--- config.mk ---
export PLATFORM = sky130hd
export DESIGN_NAME = karatsuba_split_mul_24bit_flat
export DESIGN_NICKNAME = d
export VERILOG_FILES = /design/src/rtl/karatsuba_split_mul_24bit_pkg.sv /design/src/rtl/karatsuba_split_mul_24bit_if.sv /design/src/rtl/karatsuba_split_mul_24bit_clmul.sv /design/src/rtl/karatsuba_split_mul_24bit.sv /design/src/flat_wrapper.sv
export SDC_FILE = /design/constraint.sdc
export NUM_CORES = 1
export LEC_CHECK = 0
export BUFFER_PORTS_ARGS = -buffer_cell sky130_fd_sc_hd__clkbuf_2
export CORE_MARGIN = 5
export CORE_UTILIZATION = 40
export DETAILED_ROUTE_END_ITERATION = 16
export GPL_ROUTABILITY_DRIVEN = 0
export PLACE_DENSITY = 0.6
export SETUP_SLACK_MARGIN = 0.1
export SYNTH_ARGS = -nofsm -noshare
export SYNTH_HDL_FRONTEND = slang
export SYNTH_HIERARCHICAL = 1
export SYNTH_SLANG_ARGS = --single-unit
export TNS_END_PERCENT = 100
--- constraint.sdc ---
create_clock -name clk -period 4.31 [get_ports clk]
set_input_delay 1.293 -clock clk [delete_from_list [all_inputs] [get_ports clk]]
set_output_delay 1.293 -clock clk [all_outputs]
set_load 0.1 [all_outputs]
--- src/rtl/karatsuba_split_mul_24bit_pkg.sv ---
// Shared constants and FSM state type for the Karatsuba carry-less multiplier levels.
package karatsuba_pkg;

  localparam int unsigned N      = 24;
  localparam int unsigned HALF   = N / 2;
  localparam int unsigned PROD_W = N - 1;

  typedef enum logic [2:0] {
    IDLE    = 3'd0,
    MUL_LO  = 3'd1,
    MUL_HI  = 3'd2,
    MUL_MID = 3'd3,
    DONE    = 3'd4
  } state_t;

endpackage

--- src/rtl/karatsuba_split_mul_24bit_if.sv ---
// Operand/result handshake bundle for the split Karatsuba multiplier.
interface karatsuba_split_mul_24bit_if #(
  parameter int unsigned N = karatsuba_pkg::N
);

  logic         in_valid;
  logic         in_ready;
  logic [N-1:0] a;
  logic [N-1:0] b;
  logic         out_valid;
  logic         out_ready;
  logic [N-2:0] t_lo;
  logic [N-2:0] t_mid;
  logic [N-2:0] t_hi;

  modport master (
    output in_valid, a, b, out_ready,
    input  in_ready, out_valid, t_lo, t_mid, t_hi
  );

  modport slave (
    input  in_valid, a, b, out_ready,
    output in_ready, out_valid, t_lo, t_mid, t_hi
  );

endinterface

--- src/rtl/karatsuba_split_mul_24bit_clmul.sv ---
// Serial HALF x HALF carry-less multiplier: one multiplier bit per enabled cycle, LSB first.
module clmul_serial_half #(
  parameter int unsigned HALF = karatsuba_pkg::HALF
) (
  input  logic              clk,
  input  logic              rst_n,
  input  logic              en,
  input  logic [HALF-1:0]   mcand,
  input  logic [HALF-1:0]   mplier,
  output logic [2*HALF-2:0] prod,
  output logic              last
);

  localparam int unsigned PW = 2 * HALF - 1;
  localparam int unsigned CW = (HALF > 1) ? $clog2(HALF) : 1;

  logic [CW-1:0] cnt;
  logic [PW-1:0] acc;
  logic [PW-1:0] partial;

  // prod is the running sum including this cycle's term, so it is the
  // finished product during the cycle that last is high.
  always_comb begin
    partial = '0;
    if (mplier[cnt]) partial = PW'(mcand) << cnt;
    prod = ((cnt == '0) ? '0 : acc) ^ partial;
  end

  assign last = en && (cnt == CW'(HALF - 1));

  always_ff @(posedge clk or negedge rst_n) begin
    if (!rst_n) begin
      cnt <= '0;
      acc <= '0;
    end else if (en) begin
      acc <= prod;
      cnt <= last ? '0 : cnt + 1'b1;
    end
  end

endmodule

--- src/rtl/karatsuba_split_mul_24bit.sv ---
// One Karatsuba level: three time-shared half-width carry-less products (lo, hi, mid).
module karatsuba_split_mul_24bit #(
  parameter int unsigned N = karatsuba_pkg::N
) (
  input  logic                        clk,
  input  logic                        rst_n,
  karatsuba_split_mul_24bit_if.slave  bus,
  output logic                        busy
);

  import karatsuba_pkg::*;

  localparam int unsigned H  = N / 2;
  localparam int unsigned PW = N - 1;

  state_t        state, state_nxt;
  logic [N-1:0]  a_q, b_q;
  logic [H-1:0]  mcand, mplier;
  logic [PW-1:0] prod;
  logic [PW-1:0] t_lo_q, t_mid_q, t_hi_q;
  logic          mul_en, last;

  assign bus.in_ready  = (state == IDLE);
  assign bus.out_valid = (state == DONE);
  assign busy          = (state != IDLE);
  assign bus.t_lo      = t_lo_q;
  assign bus.t_mid     = t_mid_q;
  assign bus.t_hi      = t_hi_q;
  assign mul_en        = (state == MUL_LO) || (state == MUL_HI) || (state == MUL_MID);

  always_comb begin
    mcand  = '0;
    mplier = '0;
    case (state)
      MUL_LO:  begin mcand = a_q[H-1:0]; mplier = b_q[H-1:0]; end
      MUL_HI:  begin mcand = a_q[N-1:H]; mplier = b_q[N-1:H]; end
      MUL_MID: begin
        mcand  = a_q[H-1:0] ^ a_q[N-1:H];
        mplier = b_q[H-1:0] ^ b_q[N-1:H];
      end
      default: ;
    endcase
  end

  always_comb begin
    state_nxt = state;
    case (state)
      IDLE:    if (bus.in_valid)  state_nxt = MUL_LO;
      MUL_LO:  if (last)          state_nxt = MUL_HI;
      MUL_HI:  if (last)          state_nxt = MUL_MID;
      MUL_MID: if (last)          state_nxt = DONE;
      DONE:    if (bus.out_ready) state_nxt = IDLE;
      default:                    state_nxt = IDLE;
    endcase
  end

  clmul_serial_half #(.HALF(H)) u_clmul (
    .clk    (clk),
    .rst_n  (rst_n),
    .en     (mul_en),
    .mcand  (mcand),
    .mplier (mplier),
    .prod   (prod),
    .last   (last)
  );

  always_ff @(posedge clk or negedge rst_n) begin
    if (!rst_n) begin
      state   <= IDLE;
      a_q     <= '0;
      b_q     <= '0;
      t_lo_q  <= '0;
      t_mid_q <= '0;
      t_hi_q  <= '0;
    end else begin
      state <= state_nxt;
      if (state == IDLE && bus.in_valid) begin
        a_q <= bus.a;
        b_q <= bus.b;
      end
      // t_lo/t_hi double as the P0/P2 holding registers for the mid fold-in.
      if (last) begin
        case (state)
          MUL_LO:  t_lo_q  <= prod;
          MUL_HI:  t_hi_q  <= prod;
          MUL_MID: t_mid_q <= prod ^ t_lo_q ^ t_hi_q;
          default: ;
        endcase
      end
    end
  end

endmodule

--- src/flat_wrapper.sv ---
// flat-port wrapper written by rule: the top's interface ports become plain ports
module karatsuba_split_mul_24bit_flat import karatsuba_pkg::*;
#(
  parameter int unsigned N = karatsuba_pkg::N
)
  (clk, rst_n, busy, bus_in_valid, bus_a, bus_b, bus_out_ready, bus_in_ready, bus_out_valid, bus_t_lo, bus_t_mid, bus_t_hi);
  karatsuba_split_mul_24bit_if #(.N(N)) bus_i ();
  input  logic clk;
  input  logic rst_n;
  output logic busy;
  input wire logic [$bits(bus_i.in_valid)-1:0] bus_in_valid;
  input wire logic [$bits(bus_i.a)-1:0] bus_a;
  input wire logic [$bits(bus_i.b)-1:0] bus_b;
  input wire logic [$bits(bus_i.out_ready)-1:0] bus_out_ready;
  output wire logic [$bits(bus_i.in_ready)-1:0] bus_in_ready;
  output wire logic [$bits(bus_i.out_valid)-1:0] bus_out_valid;
  output wire logic [$bits(bus_i.t_lo)-1:0] bus_t_lo;
  output wire logic [$bits(bus_i.t_mid)-1:0] bus_t_mid;
  output wire logic [$bits(bus_i.t_hi)-1:0] bus_t_hi;
  assign bus_i.in_valid = bus_in_valid;
  assign bus_i.a = bus_a;
  assign bus_i.b = bus_b;
  assign bus_i.out_ready = bus_out_ready;
  assign bus_in_ready = bus_i.in_ready;
  assign bus_out_valid = bus_i.out_valid;
  assign bus_t_lo = bus_i.t_lo;
  assign bus_t_mid = bus_i.t_mid;
  assign bus_t_hi = bus_i.t_hi;
  karatsuba_split_mul_24bit #(.N(N)) u_core (.clk(clk), .rst_n(rst_n), .bus(bus_i), .busy(busy));
endmodule
==> results of run 1 <==
-- per-layer routing --
metal  vias to the layer above  track usage [%]  share of wire (%)
met1                      2817             23.6                 50
met4                         0             3.87               0.90
met2                       146             24.1                 43
met3                        11             4.78                6.2
li1                       2866                -                  -
met5                         -                0                  0
-- cell usage in the layout (no fill, tap or decap), types with 22 or more instances in the layout --
cell type / instances
sky130_fd_sc_hd__a21oi_1: 26
sky130_fd_sc_hd__clkbuf_2: 122
sky130_fd_sc_hd__dfrtp_1: 147
sky130_fd_sc_hd__mux2_1: 22
sky130_fd_sc_hd__mux2_2: 80
sky130_fd_sc_hd__nand2_1: 123
sky130_fd_sc_hd__nor2_1: 33
sky130_fd_sc_hd__o21ai_0: 38
sky130_fd_sc_hd__xnor2_1: 57
sky130_fd_sc_hd__xor2_1: 35
-- per-stage QoR --
step	instance area, um2	hold slack (ns)
after CTS	9650	0.483
after global placement	9040	0.462
final	9650	0.482
after floorplan	8220	0.446
after global routing	9650	0.495
after detailed placement	9040	0.470
-- cell families (layout without fill, tap and decap cells) --
logic type / count (synthesis) / after routing / synth area share [%]
simple gates: 217 / 217 / 12.1
buf+inv: 59 / 180 / 3.96
fa+ha+maj: 2 / 2 / 0.304
mux: 132 / 132 / 20.5
compound gates: 108 / 108 / 8.61
xor+xnor: 92 / 92 / 9.80
flops: 147 / 147 / 44.7
-- registers in the layout, indices dropped and copies added (netlist names) --
register / count
u_core/u_clmul/acc: 23
u_core/bus.t_hi: 23
u_core/b_q: 24
u_core/u_clmul/cnt: 4
u_core/bus.t_mid: 23
u_core/state: 3
u_core/a_q: 24
u_core/bus.t_lo: 23
-- worst max-delay path by stage --
stage                    start              endpoint  slack, ns  depth (start not counted)
2_1_floorplan  u_core/state[0]          bus_in_ready       0.88                          3
3_3_place_gp   u_core/state[1]  u_core/bus.t_mid[14]       0.86                         11
3_5_place_dp   u_core/state[1]  u_core/bus.t_mid[14]       0.77                         11
4_1_cts        u_core/state[2]          bus_in_ready       0.73                          3
5_1_grt        u_core/state[1]  u_core/bus.t_mid[12]       0.52                         11
6_report       u_core/state[1]  u_core/bus.t_mid[14]       0.75                         11
-- layout make-up --
cell class / count / area (um2) / area share, %
timing repair buffer: 138 / 747 / 7.74
tap: 270 / 338 / 3.50
multi-input combinational: 551 / 4240 / 44.0
clock inverter: 14 / 164 / 1.70
clock buffer: 18 / 439 / 4.55
sequential: 147 / 3680 / 38.1
inverter: 10 / 37.5 / 0.389
-- worst min-delay path, cell delays in order (launching register included) --
cell                      delay [ns]
sky130_fd_sc_hd__dfrtp_1        0.34
sky130_fd_sc_hd__nand2_1        0.05
sky130_fd_sc_hd__o21ai_0        0.06
==> flow_results.xml, run 1 <==
<?xml version="1.0" encoding="UTF-8"?>
<metrics>
  <group name="final_layout">
    <metric name="layout.cells.non_filler" unit="">1148</metric>
    <metric name="area_growth_syn_to_layout" unit="%">17.3</metric>
    <metric name="finish.utilization" unit="%">47.7</metric>
    <metric name="insertedDiodeCount" unit="">0</metric>
    <metric name="fillerInstances" unit="">1916</metric>
    <metric name="final_layout_size_suffix_gt1_share" unit="%">31.3</metric>
    <metric name="fin_nets" unit="">919</metric>
  </group>
  <group name="critical_path">
    <metric name="endpoint_kind" unit="">register</metric>
    <metric name="most_repeated_library_cell_on_the_critical_path" unit="">sky130_fd_sc_hd__xnor2_1</metric>
    <metric name="worst_path_dominant_cell_family" unit="">flip-flops</metric>
    <metric name="sort_of_element_at_the_start_of_the_critical_path" unit="">register</metric>
    <metric name="critPathMaxFanout" unit="">17</metric>
    <metric name="critical-path-slowest-cell" unit="">sky130_fd_sc_hd__dfrtp_1</metric>
    <metric name="critPathArrivalTime" unit="ns">3.83</metric>
    <metric name="timing.rr.end" unit="">u_core/bus.t_mid[14]</metric>
    <metric name="cp_num_buf_inv" unit="">1</metric>
    <metric name="crit_required" unit="ns">4.59</metric>
    <metric name="r2r_setup_slack" unit="ns">0.75</metric>
    <metric name="worstReg2RegStart" unit="">u_core/state[1]</metric>
    <metric name="critical_path_cell_sequence" unit="">buf_4 -&gt; nand2_1 -&gt; xnor2_1 -&gt; nor2_1 -&gt; mux2i_1 -&gt; mux4_2 -&gt; a221oi_2 -&gt; xnor2_1 -&gt; xor2_1 -&gt; xnor2_1 -&gt; o21ai_0</metric>
    <metric name="worst_r2r_path_depth" unit="">11</metric>
    <metric name="critical-path-max-stage-delay" unit="ns">0.73</metric>
    <metric name="setup.worst_path.class" unit="">reg -&gt; reg</metric>
  </group>
  <group name="sta">
    <metric name="slew_headroom" unit="%">36.9</metric>
    <metric name="timing.final.max_slew_violations" unit="">0</metric>
    <metric name="final_critical_path_setup_slack" unit="ns">0.754</metric>
    <metric name="tightestPinTransition" unit="ns">0.947</metric>
    <metric name="finalSetupViolations" unit="">0</metric>
    <metric name="rsz0062_at_grt" unit="">false</metric>
    <metric name="layout_min_cycle_time" unit="ns">3.56</metric>
    <metric name="tns" unit="ns">0</metric>
    <metric name="max_freq" unit="MHz">281</metric>
    <metric name="fin_crit_sh" unit="%">82.5</metric>
    <metric name="clock-skew-final" unit="ns">0.0200</metric>
    <metric name="hold_viol" unit="">0</metric>
  </group>
  <group name="run">
    <metric name="maxCapViolCount" unit="">0</metric>
  </group>
  <group name="floorplan">
    <metric name="dieHeight" unit="um">153</metric>
    <metric name="start_util" unit="%">40.6</metric>
    <metric name="die_w" unit="um">153</metric>
    <metric name="die-area" unit="um2">23500</metric>
    <metric name="core_footprint" unit="um2">20200</metric>
    <metric name="io_pins" unit="">124</metric>
    <metric name="core.rowCount" unit="">52</metric>
  </group>
  <group name="clock_network">
    <metric name="ctsRootBufferMaster" unit="">sky130_fd_sc_hd__clkbuf_16</metric>
    <metric name="cts_num_sinks" unit="">147</metric>
    <metric name="cts_setup_buffers" unit="">0</metric>
    <metric name="cts_max_path_buffers" unit="">2</metric>
    <metric name="worst_setup_hold_path_clk_slew" unit="ns">0.07</metric>
    <metric name="clkLatencyLatePin" unit="ns">0.43</metric>
    <metric name="numCtsBuffers" unit="">17</metric>
    <metric name="clock_tree.htree_level_count" unit="">4</metric>
    <metric name="hold_buffers" unit="">0</metric>
    <metric name="cts-resized-gates" unit="">0</metric>
    <metric name="cts_tree" unit="">yes</metric>
  </group>
  <group name="synth">
    <metric name="yosys_most_used_dff" unit="">sky130_fd_sc_hd__dfrtp_1</metric>
    <metric name="yosysWarnings" unit="">6</metric>
    <metric name="syn-cell-area" unit="um2">8220</metric>
    <metric name="fraction_of_synthesized_cell_area_taken_by_the_top_area_cell_type" unit="%">44.7</metric>
    <metric name="synth_most_common_cell" unit="">sky130_fd_sc_hd__dfrtp_1</metric>
    <metric name="synth_common_cells" unit="">sky130_fd_sc_hd__dfrtp_1, sky130_fd_sc_hd__nand2_1, sky130_fd_sc_hd__mux2_2</metric>
    <metric name="synth-edff-count" unit="">0</metric>
    <metric name="syn_avg_cell_area" unit="um2">10.9</metric>
    <metric name="synth_top_area_cell" unit="">sky130_fd_sc_hd__dfrtp_1</metric>
    <metric name="postSynthNetCount" unit="">811</metric>
    <metric name="yosys-top-cells-area" unit="">sky130_fd_sc_hd__dfrtp_1, sky130_fd_sc_hd__mux2_2, sky130_fd_sc_hd__xnor2_1</metric>
    <metric name="postSynthRegisterBits" unit="">147</metric>
    <metric name="yosys.cell_types.count" unit="">62</metric>
    <metric name="synth.yosys.seq_area_share" unit="%">44.7</metric>
    <metric name="netlist_instances" unit="">757</metric>
    <metric name="async_flop_share" unit="%">100</metric>
  </group>
  <group name="detailed_routing">
    <metric name="antenna_violating_nets_post_route" unit="">0</metric>
    <metric name="first_pass_iters" unit="">5</metric>
    <metric name="average_vias_per_placed_instance" unit="">5.09</metric>
    <metric name="first_iter_violations" unit="">405</metric>
    <metric name="avgRoutedWirePerCell" unit="um">16.3</metric>
    <metric name="dr_total_vias" unit="">5840</metric>
    <metric name="postRouteWirelength" unit="um">18700</metric>
    <metric name="drt_drc_violations_left" unit="">0</metric>
  </group>
  <group name="place">
    <metric name="placed_cells_incl_taps" unit="">1116</metric>
    <metric name="dp.final_hpwl" unit="um">13300</metric>
    <metric name="post-place-ws" unit="ns">0.773</metric>
    <metric name="place.port_buffers" unit="">123</metric>
  </group>
  <group name="hold_path">
    <metric name="worstHoldEndpoint" unit="">u_core/bus.t_mid[18]</metric>
    <metric name="hold_start" unit="">u_core/bus.t_mid[18]</metric>
    <metric name="min_delay_path_depth" unit="">2</metric>
    <metric name="worst_hold_path_type" unit="">reg -&gt; reg</metric>
  </group>
  <group name="grt">
    <metric name="grt_pass1_vias" unit="">5787</metric>
    <metric name="antenna_found_initial" unit="">0</metric>
    <metric name="grt_max_degree" unit="">74</metric>
    <metric name="global_route_total_usage_across_every_layer" unit="%">16.3</metric>
    <metric name="grt_pass1_wl" unit="um">31200</metric>
    <metric name="globalRoute.totalOverflow" unit="">0</metric>
  </group>
  <group name="outcome">
    <metric name="outcome" unit="">finished, final reports clean</metric>
  </group>
</metrics>
Power of run 1 is left out: the tool's default activity adds up to more than one toggle a clock period on the data nets, which glitch-free logic cannot reach.
==> inputs of run 2 (changes only) <==
--- a/config.mk
+++ b/config.mk
@@ -10,7 +10,7 @@
 export CORE_UTILIZATION = 40
 export DETAILED_ROUTE_END_ITERATION = 16
 export GPL_ROUTABILITY_DRIVEN = 0
-export PLACE_DENSITY = 0.6
+export PLACE_DENSITY = 0.63
 export SETUP_SLACK_MARGIN = 0.1
 export SYNTH_ARGS = -nofsm -noshare
 export SYNTH_HDL_FRONTEND = slang
==> constraint.sdc (replaced) <==
create_clock -name clk -period 3.2 [get_ports clk]
set_input_delay 0.96 -clock clk [delete_from_list [all_inputs] [get_ports clk]]
set_output_delay 0.96 -clock clk [all_outputs]
set_load 0.1 [all_outputs]
==> flow_results.xml, run 2 (same netlist as run 1, synthesis figures left out) <==
<?xml version="1.0" encoding="UTF-8"?>
<metrics>
  <group name="grt">
    <metric name="globalRoute.totalOverflow" unit="">0</metric>
    <metric name="grt_pass1_wl" unit="um">31000</metric>
    <metric name="global_route_total_usage_across_every_layer" unit="%">16.0</metric>
    <metric name="grt_max_degree" unit="">59</metric>
    <metric name="grt_pass1_vias" unit="">5865</metric>
    <metric name="antenna_found_initial" unit="">0</metric>
  </group>
  <group name="final_layout">
    <metric name="fin_nets" unit="">937</metric>
    <metric name="finish.instance_area" unit="um2">9980</metric>
    <metric name="insertedDiodeCount" unit="">0</metric>
    <metric name="most_frequent_standard_cell_in_the_layout_excluding_fill_and_tap_cells" unit="">sky130_fd_sc_hd__dfrtp_1</metric>
    <metric name="final_layout_size_suffix_gt1_share" unit="%">34.4</metric>
    <metric name="mostFrequentLayoutCells" unit="">sky130_fd_sc_hd__dfrtp_1, sky130_fd_sc_hd__nand2_1, sky130_fd_sc_hd__clkbuf_2</metric>
    <metric name="largest_registers" unit="">u_core/a_q: 24 flops, u_core/b_q: 24 flops</metric>
    <metric name="fillerInstances" unit="">1881</metric>
    <metric name="area_growth_syn_to_layout" unit="%">21.4</metric>
  </group>
  <group name="sta">
    <metric name="hold_viol" unit="">0</metric>
    <metric name="clock-skew-final" unit="ns">0.00742</metric>
    <metric name="fin_crit_sh" unit="%">93.6</metric>
    <metric name="hold_slack" unit="ns">0.479</metric>
    <metric name="slew_headroom" unit="%">61.9</metric>
    <metric name="finalSetupViolations" unit="">0</metric>
    <metric name="tns" unit="ns">0</metric>
    <metric name="max_freq" unit="MHz">334</metric>
    <metric name="tightestPinTransition" unit="ns">0.571</metric>
    <metric name="rsz0062_at_grt" unit="">true</metric>
    <metric name="layout_min_cycle_time" unit="ns">2.99</metric>
    <metric name="final_critical_path_setup_slack" unit="ns">0.206</metric>
    <metric name="timing.final.max_slew_violations" unit="">0</metric>
  </group>
  <group name="clock_network">
    <metric name="hold_buffers" unit="">0</metric>
    <metric name="clock_tree.htree_level_count" unit="">4</metric>
    <metric name="worst_setup_hold_path_clk_slew" unit="ns">0.07</metric>
    <metric name="clkLatencyLatePin" unit="ns">0.42</metric>
    <metric name="cts_max_path_buffers" unit="">2</metric>
    <metric name="cts_tree" unit="">yes</metric>
    <metric name="cts_num_sinks" unit="">147</metric>
    <metric name="ctsRootBufferMaster" unit="">sky130_fd_sc_hd__clkbuf_16</metric>
    <metric name="numCtsBuffers" unit="">17</metric>
  </group>
  <group name="floorplan">
    <metric name="die_w" unit="um">153</metric>
    <metric name="start_util" unit="%">40.6</metric>
    <metric name="dieHeight" unit="um">153</metric>
    <metric name="core_footprint" unit="um2">20200</metric>
    <metric name="io_pins" unit="">124</metric>
    <metric name="core.rowCount" unit="">52</metric>
    <metric name="die-area" unit="um2">23500</metric>
  </group>
  <group name="critical_path">
    <metric name="timing.rr.end" unit="">u_core/bus.t_mid[10]</metric>
    <metric name="crit_required" unit="ns">2.24</metric>
    <metric name="worst_r2r_path_depth" unit="">12</metric>
    <metric name="worst_path_dominant_cell_family" unit="">buffers and inverters</metric>
    <metric name="worstReg2RegStart" unit="">u_core/state[1]</metric>
    <metric name="setup.worst_path.class" unit="">reg -&gt; out</metric>
    <metric name="critPathMaxFanout" unit="">25</metric>
    <metric name="most_repeated_library_cell_on_the_critical_path" unit="">sky130_fd_sc_hd__buf_4</metric>
    <metric name="endpoint_kind" unit="">output pin</metric>
    <metric name="critical-path-slowest-cell" unit="">sky130_fd_sc_hd__or3_2</metric>
    <metric name="critical-path-max-stage-delay" unit="ns">0.54</metric>
    <metric name="r2r_setup_slack" unit="ns">0.24</metric>
    <metric name="sort_of_element_at_the_start_of_the_critical_path" unit="">register</metric>
    <metric name="critical_path_cell_sequence" unit="">buf_4 -&gt; buf_4 -&gt; or3_2 -&gt; clkinvlp_4 -&gt; buf_12</metric>
    <metric name="critPathArrivalTime" unit="ns">2.03</metric>
    <metric name="cp_num_buf_inv" unit="">4</metric>
  </group>
  <group name="detailed_routing">
    <metric name="postRouteWirelength" unit="um">18700</metric>
    <metric name="avgRoutedWirePerCell" unit="um">16.0</metric>
    <metric name="first_iter_violations" unit="">337</metric>
    <metric name="drt_drc_violations_left" unit="">0</metric>
    <metric name="dr_total_vias" unit="">5955</metric>
    <metric name="antenna_violating_nets_post_route" unit="">0</metric>
    <metric name="first_pass_iters" unit="">4</metric>
    <metric name="average_vias_per_placed_instance" unit="">5.11</metric>
  </group>
  <group name="hold_path">
    <metric name="worst_hold_path_type" unit="">reg -&gt; reg</metric>
    <metric name="min_delay_path_depth" unit="">2</metric>
    <metric name="worstHoldEndpoint" unit="">u_core/bus.t_mid[2]</metric>
    <metric name="hold_start" unit="">u_core/bus.t_mid[2]</metric>
  </group>
  <group name="place">
    <metric name="post-place-ws" unit="ns">0.121</metric>
    <metric name="place.port_buffers" unit="">123</metric>
    <metric name="dp.final_hpwl" unit="um">13500</metric>
    <metric name="post_dp_cell_area" unit="um2">9260</metric>
  </group>
  <group name="run">
    <metric name="maxCapViolCount" unit="">0</metric>
  </group>
  <group name="outcome">
    <metric name="outcome" unit="">finished, final reports clean</metric>
  </group>
</metrics>
-- run 2: cell types whose count changed in the layout (fill, tap and decap cells not counted), moves of 3 or more --
cell	before	now
sky130_fd_sc_hd__clkbuf_2	122	119
sky130_fd_sc_hd__nor2_1	33	30
sky130_fd_sc_hd__xnor2_2	0	4
sky130_fd_sc_hd__buf_12	1	8
sky130_fd_sc_hd__xnor2_1	57	53
sky130_fd_sc_hd__buf_4	14	26
sky130_fd_sc_hd__nor2_2	1	4
-- run 2: how the worst max path moves through the flow --
stage | start | cells after the start | end | slack [ns]
finish | u_core/state[2] | 5 | bus_in_ready | 0.21
global placement | u_core/state[0] | 11 | u_core/bus.t_mid[12] | 0.15
floorplan | u_core/state[2] | 12 | u_core/bus.t_mid[18] | 0.21
global route | u_core/state[0] | 12 | u_core/bus.t_mid[16] | 0.09
CTS | u_core/state[0] | 11 | u_core/bus.t_mid[14] | 0.10
detailed placement | u_core/state[0] | 11 | u_core/bus.t_mid[12] | 0.12
-- run 2: per-layer routing --
| layer | track usage [%] | part of all wire (%) | routed length, um |
|---|---|---|---|
| met3 | 3.76 | 5.4 | 1010 |
| met5 | 0 | 0 | 0 |
| met4 | 4.29 | 1.1 | 209 |
| met1 | 23.2 | 49 | 9170 |
| met2 | 24.0 | 44 | 8300 |
-- run 2: layout make-up --
type | count | area [um2] | share of cell area (%)
Timing Repair Buffer | 156 | 998 | 10.0
Tap cell | 270 | 338 | 3.38
Inverter | 10 | 41.3 | 0.414
Clock buffer | 17 | 425 | 4.26
Clock inverter | 15 | 191 | 1.92
Multi-Input combinational cell | 551 | 4310 | 43.2
Sequential cell | 147 | 3680 | 36.9
-- run 2: repair_timing --
action,CTS,global route
endpoints found under the hold margin,0,0
pin swaps,0,3
endpoints found under the setup margin,1,14
gates resized for setup,1,16
buffers inserted,0,1
cloned,0,1
-- run 2: tightest hold or removal path, delay by kind of cell (launching register included) --
kind	cells	cell delay [ns]
flops	1	0.34
compound gates	1	0.06
simple gates	1	0.04
-- run 2: stage by stage --
| stage | cells | utilization [%] |
|---|---|---|
| after floorplan | 757 | - |
| after global placement | 1132 | 45.8 |
| after detailed placement | 1132 | 45.8 |
| after CTS | 1164 | 48.8 |
| after global routing | 1166 | 49.3 |
| final | 1166 | 49.3 |
Power of run 2 is left out for the same reason.
